[src/rtl/ti_aes_pkg.sv]
// ti_aes_pkg: shared types and normal-basis GF(2^4) helpers for the masked AES S-box datapath.
// gf16_mul is the tower multiply over GF(2^2); gf16_sqsc is the reference square-scaler.
package ti_aes_pkg;

  localparam int NSHARES_C = 3;

  typedef logic [3:0] nibble_t;
  typedef nibble_t [NSHARES_C-1:0] shares_t;

  function automatic logic [1:0] gf4_mul(input logic [1:0] x, input logic [1:0] y);
    logic e;
    e = (x[1] ^ x[0]) & (y[1] ^ y[0]);
    return {(x[1] & y[1]) ^ e, (x[0] & y[0]) ^ e};
  endfunction

  function automatic logic [1:0] gf4_scl_n(input logic [1:0] x);
    return {x[0], x[1] ^ x[0]};
  endfunction

  function automatic nibble_t gf16_mul(input nibble_t x, input nibble_t y);
    logic [1:0] e;
    e = gf4_scl_n(gf4_mul(x[3:2] ^ x[1:0], y[3:2] ^ y[1:0]));
    return {gf4_mul(x[3:2], y[3:2]) ^ e, gf4_mul(x[1:0], y[1:0]) ^ e};
  endfunction

  function automatic nibble_t gf16_sqsc(input nibble_t d);
    return {d[0] ^ d[2], d[1] ^ d[3], d[1] ^ d[0], d[0]};
  endfunction

endpackage

[src/rtl/ti_inv_delta_comp.sv]
// square_scaler and one non-complete Delta component: uses only shares a and b, never
// the share whose index the component carries.
module square_scaler (
  input  logic [3:0] i_d,
  output logic [3:0] o_q
);
  assign o_q = {i_d[0] ^ i_d[2], i_d[1] ^ i_d[3], i_d[1] ^ i_d[0], i_d[0]};
endmodule

module ti_inv_delta_comp
  import ti_aes_pkg::*;
(
  input  logic [3:0] i_ah_a,
  input  logic [3:0] i_al_a,
  input  logic [3:0] i_ah_b,
  input  logic [3:0] i_al_b,
  output logic [3:0] o_delta
);
  logic [3:0] w_sum_a;
  logic [3:0] w_lin;

  assign w_sum_a = i_ah_a ^ i_al_a;

  square_scaler u_sqsc (
    .i_d (w_sum_a),
    .o_q (w_lin)
  );

  // Linear term of share a plus the three cross products that pair a with b.
  assign o_delta = w_lin
                 ^ gf16_mul(i_ah_a, i_al_a)
                 ^ gf16_mul(i_ah_a, i_al_b)
                 ^ gf16_mul(i_ah_b, i_al_a);
endmodule

[src/rtl/ti_inv_delta_stage.sv]
// ti_inv_delta_stage: two-stage valid/ready TI pipeline emitting Delta shares plus aligned Ah/Al.
// Define TI_INV_DELTA_REMASK_EN to remask Delta with RandxDI on the stage-1 to stage-2 transfer.
module ti_inv_delta_stage
  import ti_aes_pkg::*;
#(
  parameter int NSHARES = NSHARES_C
) (
  input  logic                   ClkxCI,
  input  logic                   RstxRI,
  input  logic                   InValidxSI,
  output logic                   InReadyxSO,
  input  logic [4*NSHARES_C-1:0] AhxDI,
  input  logic [4*NSHARES_C-1:0] AlxDI,
  input  logic [7:0]             RandxDI,
  output logic                   OutValidxSO,
  input  logic                   OutReadyxSI,
  output logic [4*NSHARES_C-1:0] DeltaxDO,
  output logic [4*NSHARES_C-1:0] AhxDO,
  output logic [4*NSHARES_C-1:0] AlxDO
);

  if (NSHARES != NSHARES_C) begin : g_bad_nshares
    $error("ti_inv_delta_stage: only NSHARES = 3 is supported");
  end

  shares_t w_ah;
  shares_t w_al;
  shares_t w_delta;
  shares_t w_mask;
  logic    w_adv1;
  logic    w_adv2;

  logic    r_v1;
  logic    r_v2;
  shares_t r_delta1;
  shares_t r_ah1;
  shares_t r_al1;
  shares_t r_delta2;
  shares_t r_ah2;
  shares_t r_al2;

  assign w_ah = AhxDI;
  assign w_al = AlxDI;

  // Component gi sees only shares gi+1 and gi+2, which keeps it independent of share gi.
  genvar gi;
  generate
    for (gi = 0; gi < NSHARES_C; gi++) begin : g_comp
      ti_inv_delta_comp u_comp (
        .i_ah_a  (w_ah[(gi + 1) % NSHARES_C]),
        .i_al_a  (w_al[(gi + 1) % NSHARES_C]),
        .i_ah_b  (w_ah[(gi + 2) % NSHARES_C]),
        .i_al_b  (w_al[(gi + 2) % NSHARES_C]),
        .o_delta (w_delta[gi])
      );
    end
  endgenerate

`ifdef TI_INV_DELTA_REMASK_EN
  assign w_mask = {RandxDI[3:0] ^ RandxDI[7:4], RandxDI[7:4], RandxDI[3:0]};
`else
  logic w_unused_rand;
  assign w_unused_rand = ^RandxDI;
  assign w_mask        = '0;
`endif

  assign w_adv2     = !r_v2 || OutReadyxSI;
  assign w_adv1     = !r_v1 || w_adv2;
  assign InReadyxSO = w_adv1;

  // Stage 1 is the glitch barrier: the non-complete components settle here before recombining.
  always_ff @(posedge ClkxCI or posedge RstxRI) begin
    if (RstxRI) begin
      r_v1     <= 1'b0;
      r_delta1 <= '0;
      r_ah1    <= '0;
      r_al1    <= '0;
    end else begin
      if (w_adv1) begin
        r_v1 <= InValidxSI;
      end
      if (w_adv1 && InValidxSI) begin
        r_delta1 <= w_delta;
        r_ah1    <= w_ah;
        r_al1    <= w_al;
      end
    end
  end

  always_ff @(posedge ClkxCI or posedge RstxRI) begin
    if (RstxRI) begin
      r_v2     <= 1'b0;
      r_delta2 <= '0;
      r_ah2    <= '0;
      r_al2    <= '0;
    end else begin
      if (w_adv2) begin
        r_v2 <= r_v1;
      end
      if (w_adv2 && r_v1) begin
        r_delta2 <= r_delta1 ^ w_mask;
        r_ah2    <= r_ah1;
        r_al2    <= r_al1;
      end
    end
  end

  assign OutValidxSO = r_v2;
  assign DeltaxDO    = r_delta2;
  assign AhxDO       = r_ah2;
  assign AlxDO       = r_al2;

endmodule

[config.mk]
export PLATFORM = sky130hd
export DESIGN_NAME = ti_inv_delta_stage
export DESIGN_NICKNAME = d
export VERILOG_FILES = /design/src/rtl/ti_aes_pkg.sv /design/src/rtl/ti_inv_delta_comp.sv /design/src/rtl/ti_inv_delta_stage.sv
export SDC_FILE = /design/constraint.sdc
export NUM_CORES = 1
export LEC_CHECK = 0
export ABC_AREA = 1
export CORE_MARGIN = 2
export CORE_UTILIZATION = 53
export CTS_BUF_LIST = sky130_fd_sc_hd__clkbuf_16
export CTS_CLUSTER_SIZE = 8
export DETAILED_ROUTE_END_ITERATION = 10
export PLACE_DENSITY = 0.89
export SLEW_MARGIN = 10
export SYNTH_ARGS = -nofsm -noshare
export SYNTH_HDL_FRONTEND = slang
export SYNTH_HIERARCHICAL = 1
export SYNTH_SLANG_ARGS = --single-unit
[constraint.sdc]
create_clock -name ClkxCI -period 2.3 [get_ports ClkxCI]
set_input_delay 0.46 -clock ClkxCI [delete_from_list [all_inputs] [get_ports ClkxCI]]
set_output_delay 0.46 -clock ClkxCI [all_outputs]
set_load 0.05 [all_outputs]
* Yosys cells after proc, flatten, opt, wreduce, memory -nomap -nowiden
Cells that the tools add are included.
** Word-level totals
- Register bits after elaboration :: 74
- Input port bits :: 36
- Output and inout port bits :: 38
- Logic and storage cells :: 233
** Operators by class
- Bitwise operators :: 207
- Reductions and logical operators :: 6
** Operator list (number)
- 1-bit bitwise XOR :: 90
- 1-bit bitwise AND :: 81
- 2-bit bitwise XOR :: 24
- 4-bit bitwise XOR :: 12
- 1-bit logical AND :: 2
- 1-bit zero test :: 2
- 1-bit logical OR :: 2

* Depth between registers and ports, before layout
- Word-level depth :: 9
- Depth in mapped cells :: 20
- Gate-level depth less buffers :: 20

* Modules after synthesis
The synthesis kept the hierarchy.
** Modules (own cells, without submodules)
- ti_inv_delta_comp :: times used 3, cells an instance 257, area an instance 1228.7 sq um, sequential area each 0.0 sq um
- ti_inv_delta_stage :: times used 1, cells an instance 320, area an instance 2985.4 sq um, sequential area each 1851.8 sq um
- square_scaler :: times used 3, cells an instance 14, area an instance 56.3 sq um, sequential area each 0.0 sq um

* Worst setup path after synthesis
Ideal clock, no wire load.
- Kind :: input-to-reg
- Start :: in AhxDI[0]
- End :: reg r_delta1[8] in the netlist's numbering
- Setup time :: 117 ps
- Arrival :: 1738 ps
- Data required time :: 2183 ps
- Setup slack :: 445 ps
- Stages :: 12
- Path buffers :: 1
- Cells stage by stage :: ha_1 > buf_4 > xor2_1 > or2_1 > nand3_1 > nand2_1 > nand2_1 > nand2_1 > nand2_1 > nand2_1 > nand3_1 > nand2_1
** RTL lines
- start: declaration :: RTL line ti_inv_delta_stage.sv:12 : input logic [4*NSHARES_C-1:0] AhxDI,
- end signal: assignment :: RTL line ti_inv_delta_stage.sv:83 : r_delta1 <= w_delta;
- end: declaration :: RTL line ti_inv_delta_stage.sv:35 : shares_t r_delta1;

==> summary.md <==
| Metric | Value |
|---|---|
| Status | `finished, final reports clean` |
| Gr ovfl total | `0` |
| Initial antenna violation count | `0` |
| Number of global-route vias before repair | `6,784` |
| Critical Path RT | `2.52 ns` |
| # IOs | `74` |
| CTS Buf Count | `9` |
| Cell Count Post-Placement | `1,399` |
| Initial core utilization | `54.2%` |
| DRC viols | `0` |
| Placer Congestion | `0.979` |
| Pins over their slew limit | `0` |
| Slowest CP cell | `clkdlybuf4s50_1` |
| Slowest cell delay on critical path | `0.53 ns` |
| Clk slew on worst S/H paths | `0.05 ns` |
| Finished Core Util | `67.0%` |
| Sequential fraction of the synthesis area | `27.1%` |
| Yosys reg bits | `74` |
| Layout cell share with drive strength beyond 1 | `17.2%` |
| Hold_buf cts | `0` |
| Fin cells | `1,420` |
| PwrDens | `763 nW/µm²` |
| Worst hold path depth | `2` |
| Area grow syn2layout | `23.5%` |
| Crit path top cell by count | `nand2_1` |
| Setup crit end kind | `flop` |
| Placeable Area | `12,600 µm²` |
| Nets | `1,292` |
| Sink Count | `74` |
| Die area | `13,800 µm²` |
| Net count after synthesis | `1,181` |
| Worst skew pair latency | `0.33 ns` |
| Setup Crit Path Kind | `in -> reg` |
| Routed wire per std cell | `12.6 µm` |
| Max Fanout on Critical Path | `2` |
| IR drop worst, VDD | `0.470 mV` |
| Synth Warn # | `6` |
| Final Hold Fails | `0` |
| Pin count of the biggest net entering global routing | `75` |
| Vias | `7,205` |
| Crit path cell chain | `clkdlybuf4s50_1, ha_1, inv_1, nand2_1, nand2_1, xnor2_2, xor2_2, inv_1, nand3_1, nand2_1, nor2_1, nor2_1, nand3_1, nand2_1` |
| Setup Skew | `0.00407 ns` |
| Root Buffer | `clkbuf_16` |
| Hold crit path type | `reg -> reg` |
| Post-Route WL | `17,800 µm` |
| Post-layout min period | `2.21 ns` |
| Setup ws final | `0.0936 ns` |
| Crit path depth | `14` |
| Cell Area, Synth | `6840 µm²` |
| Fin Hold WS | `0.470 ns` |
| Die Wd | `118 µm` |
| TritonRoute pass-1 iters | `6` |
| Die height | `118 µm` |
| Startpoint type of the worst setup path | `primary input` |
| Max-cap violations | `0` |
| # setup viols final | `0` |
| Fin crit share | `95.9%` |
| CTS max path bufs | `2` |
| Post-Syn Instances | `1,133` |
| Leak Pwr | `5.09 nW` |
| Initial DRC Count | `641` |
| Worst Reg-to-Reg Cells | `4` |
| Synth cell types | `21` |
| Worst slew pin tran | `0.526 ns` |
| DP HPWL | `13,300 µm` |
| CTS tree | `yes` |
| DP Worst Slack | `-0.295 ns` |
| Synth Area per Inst | `6.04 µm²` |
| CP arrival | `2.43 ns` |
| FP Rows | `41` |
| Buf/Inv on CP | `3` |
| First-pass GRT wire length | `30,200 µm` |
| H-Tree Depth | `3` |
| Top delay family on crit path | `buffers and inverters` |
| Fmax | `0.453 GHz` |
| Via/cell ratio | `5.07` |
| Buffers on Ports | `65` |
| Relative slew margins | `64.8%` |
| GRT Total Usage | `26.0%` |
| Antenna Cells | `0` |
| Antenna-violating nets left | `0` |
==> synth_stat cells (all sizes together) <==
| cell | instances | share of area (%) |
|---|---|---|
| nand4 | 12 | 1.1 |
| xor2 | 21 | 4.0 |
| ha | 12 | 2.2 |
| inv | 137 | 7.5 |
| nor2 | 12 | 1.1 |
| nand2 | 665 | 40 |
| dfrtp | 74 | 27 |
| xnor2 | 18 | 2.3 |
| o211ai | 3 | 0.33 |
| nand3 | 151 | 11 |
| or2 | 3 | 0.27 |
| buf | 25 | 2.9 |
==> placed cells by master (no fill, tap or decap) <==
master / synthesis / layout
dfrtp_1: 74 / 74
clkdlybuf4s50_1: 0 / 50
xnor2_1: 18 / 14
buf_6: 9 / 11
o211ai_1: 3 / 3
nor2_2: 3 / 3
nand3_2: 4 / 5
dlymetal6s2s_1: 0 / 14
nand2_1: 596 / 592
nand2_4: 11 / 11
clkinvlp_4: 0 / 1
or2_1: 3 / 3
buf_2: 8 / 1
nand4_1: 12 / 12
inv_2: 36 / 36
clkinv_1: 0 / 3
nand2_2: 58 / 62
clkinv_2: 0 / 1
xor2_1: 9 / 9
xor2_2: 12 / 12
inv_1: 101 / 101
bufinv_16: 0 / 1
ha_1: 12 / 6
nor2_1: 6 / 6
clkbuf_16: 0 / 9
buf_4: 8 / 47
buf_12: 0 / 2
ha_4: 0 / 6
nor2_4: 3 / 3
nand3_1: 147 / 146
xnor2_2: 0 / 4
==> cell type report <==
| class | instances | area (µm²) |
|---|---|---|
| multi-input cells | 897 | 4390 |
| clock inverters | 6 | 50.0 |
| well taps | 172 | 215 |
| inverters | 137 | 518 |
| flip-flops and latches | 74 | 1850 |
| fillers | 1099 | 4170 |
| clock buffers | 9 | 225 |
| repair buffers | 125 | 1200 |
==> metrics by stage <==
stage	TNS [ns]	area, µm²	power, mW
2_1_floorplan	0	6840	4.14
3_3_place_gp	-2.09	7920	4.97
3_5_place_dp	-2.72	7920	5.08
4_1_cts	0	8200	6.39
5_1_grt	-0.0191	8450	6.88
6_report	0	8450	6.45
==> sequential cells by signal, summed over array words and instances, names as in the netlist <==
| signal | count |
|---|---|
| OutValidxSO | 1 |
| AlxDO | 12 |
| r_al1 | 12 |
| DeltaxDO | 12 |
| r_ah1 | 12 |
| r_delta1 | 12 |
| r_v1 | 1 |
| AhxDO | 12 |
==> report_power, final <==
| group | internal [mW] | switching [mW] | leakage, nW |
|---|---|---|---|
| clock network | 0.814 | 0.475 | 0.139 |
| logic | 1.12 | 2.16 | 4.03 |
| registers | 1.67 | 0.215 | 0.918 |
==> per-layer routing <==
layer | up-vias | GRT usage (%) | wire, µm
li1 | 3680 | - | -
met1 | 3254 | 32.9 | 7510
met2 | 234 | 45.1 | 8740
met3 | 37 | 3.20 | 1090
met4 | 0 | 10.6 | 489
met5 | - | 0 | 0
==> what timing repair did <==
item / in CTS / in global routing
setup buffers: 0 / 5
gates resized for setup: 0 / 40
setup endpoints to repair: 0 / 11
==> worst min-delay path: stages (launching register included) <==
cell and delay (ns):
dfrtp_1 0.34, nand2_1 0.06, nand2_1 0.05
==> final timing paths <==
| check | slack [ns] | start | endpoint |
|---|---|---|---|
| max in group asynchronous | 1.43 | RstxRI | DeltaxDO[6] |
| worst min register to register | 0.47 | AhxDO[8] | AhxDO[8] |
| worst max-delay path | 0.09 | AlxDI[2] | r_delta1[11] |
| worst min-delay path | 0.47 | AhxDO[8] | AhxDO[8] |
| min in group asynchronous | 0.59 | RstxRI | AhxDO[1] |
| worst max register to register | 0.90 | r_v1 | AlxDO[8] |
==> logic make-up after synthesis <==
kind of cell | Yosys count | share of synthesized area (%)
adders and majority gates | 12 | 2.19
and+or+nand+nor | 843 | 53.6
buffers and inverters | 162 | 10.5
DFF | 74 | 27.1
AOI/OAI and AO/OA | 3 | 0.329
xor gates and xnor gates | 39 | 6.31
(Power assumes the default switching activity.)
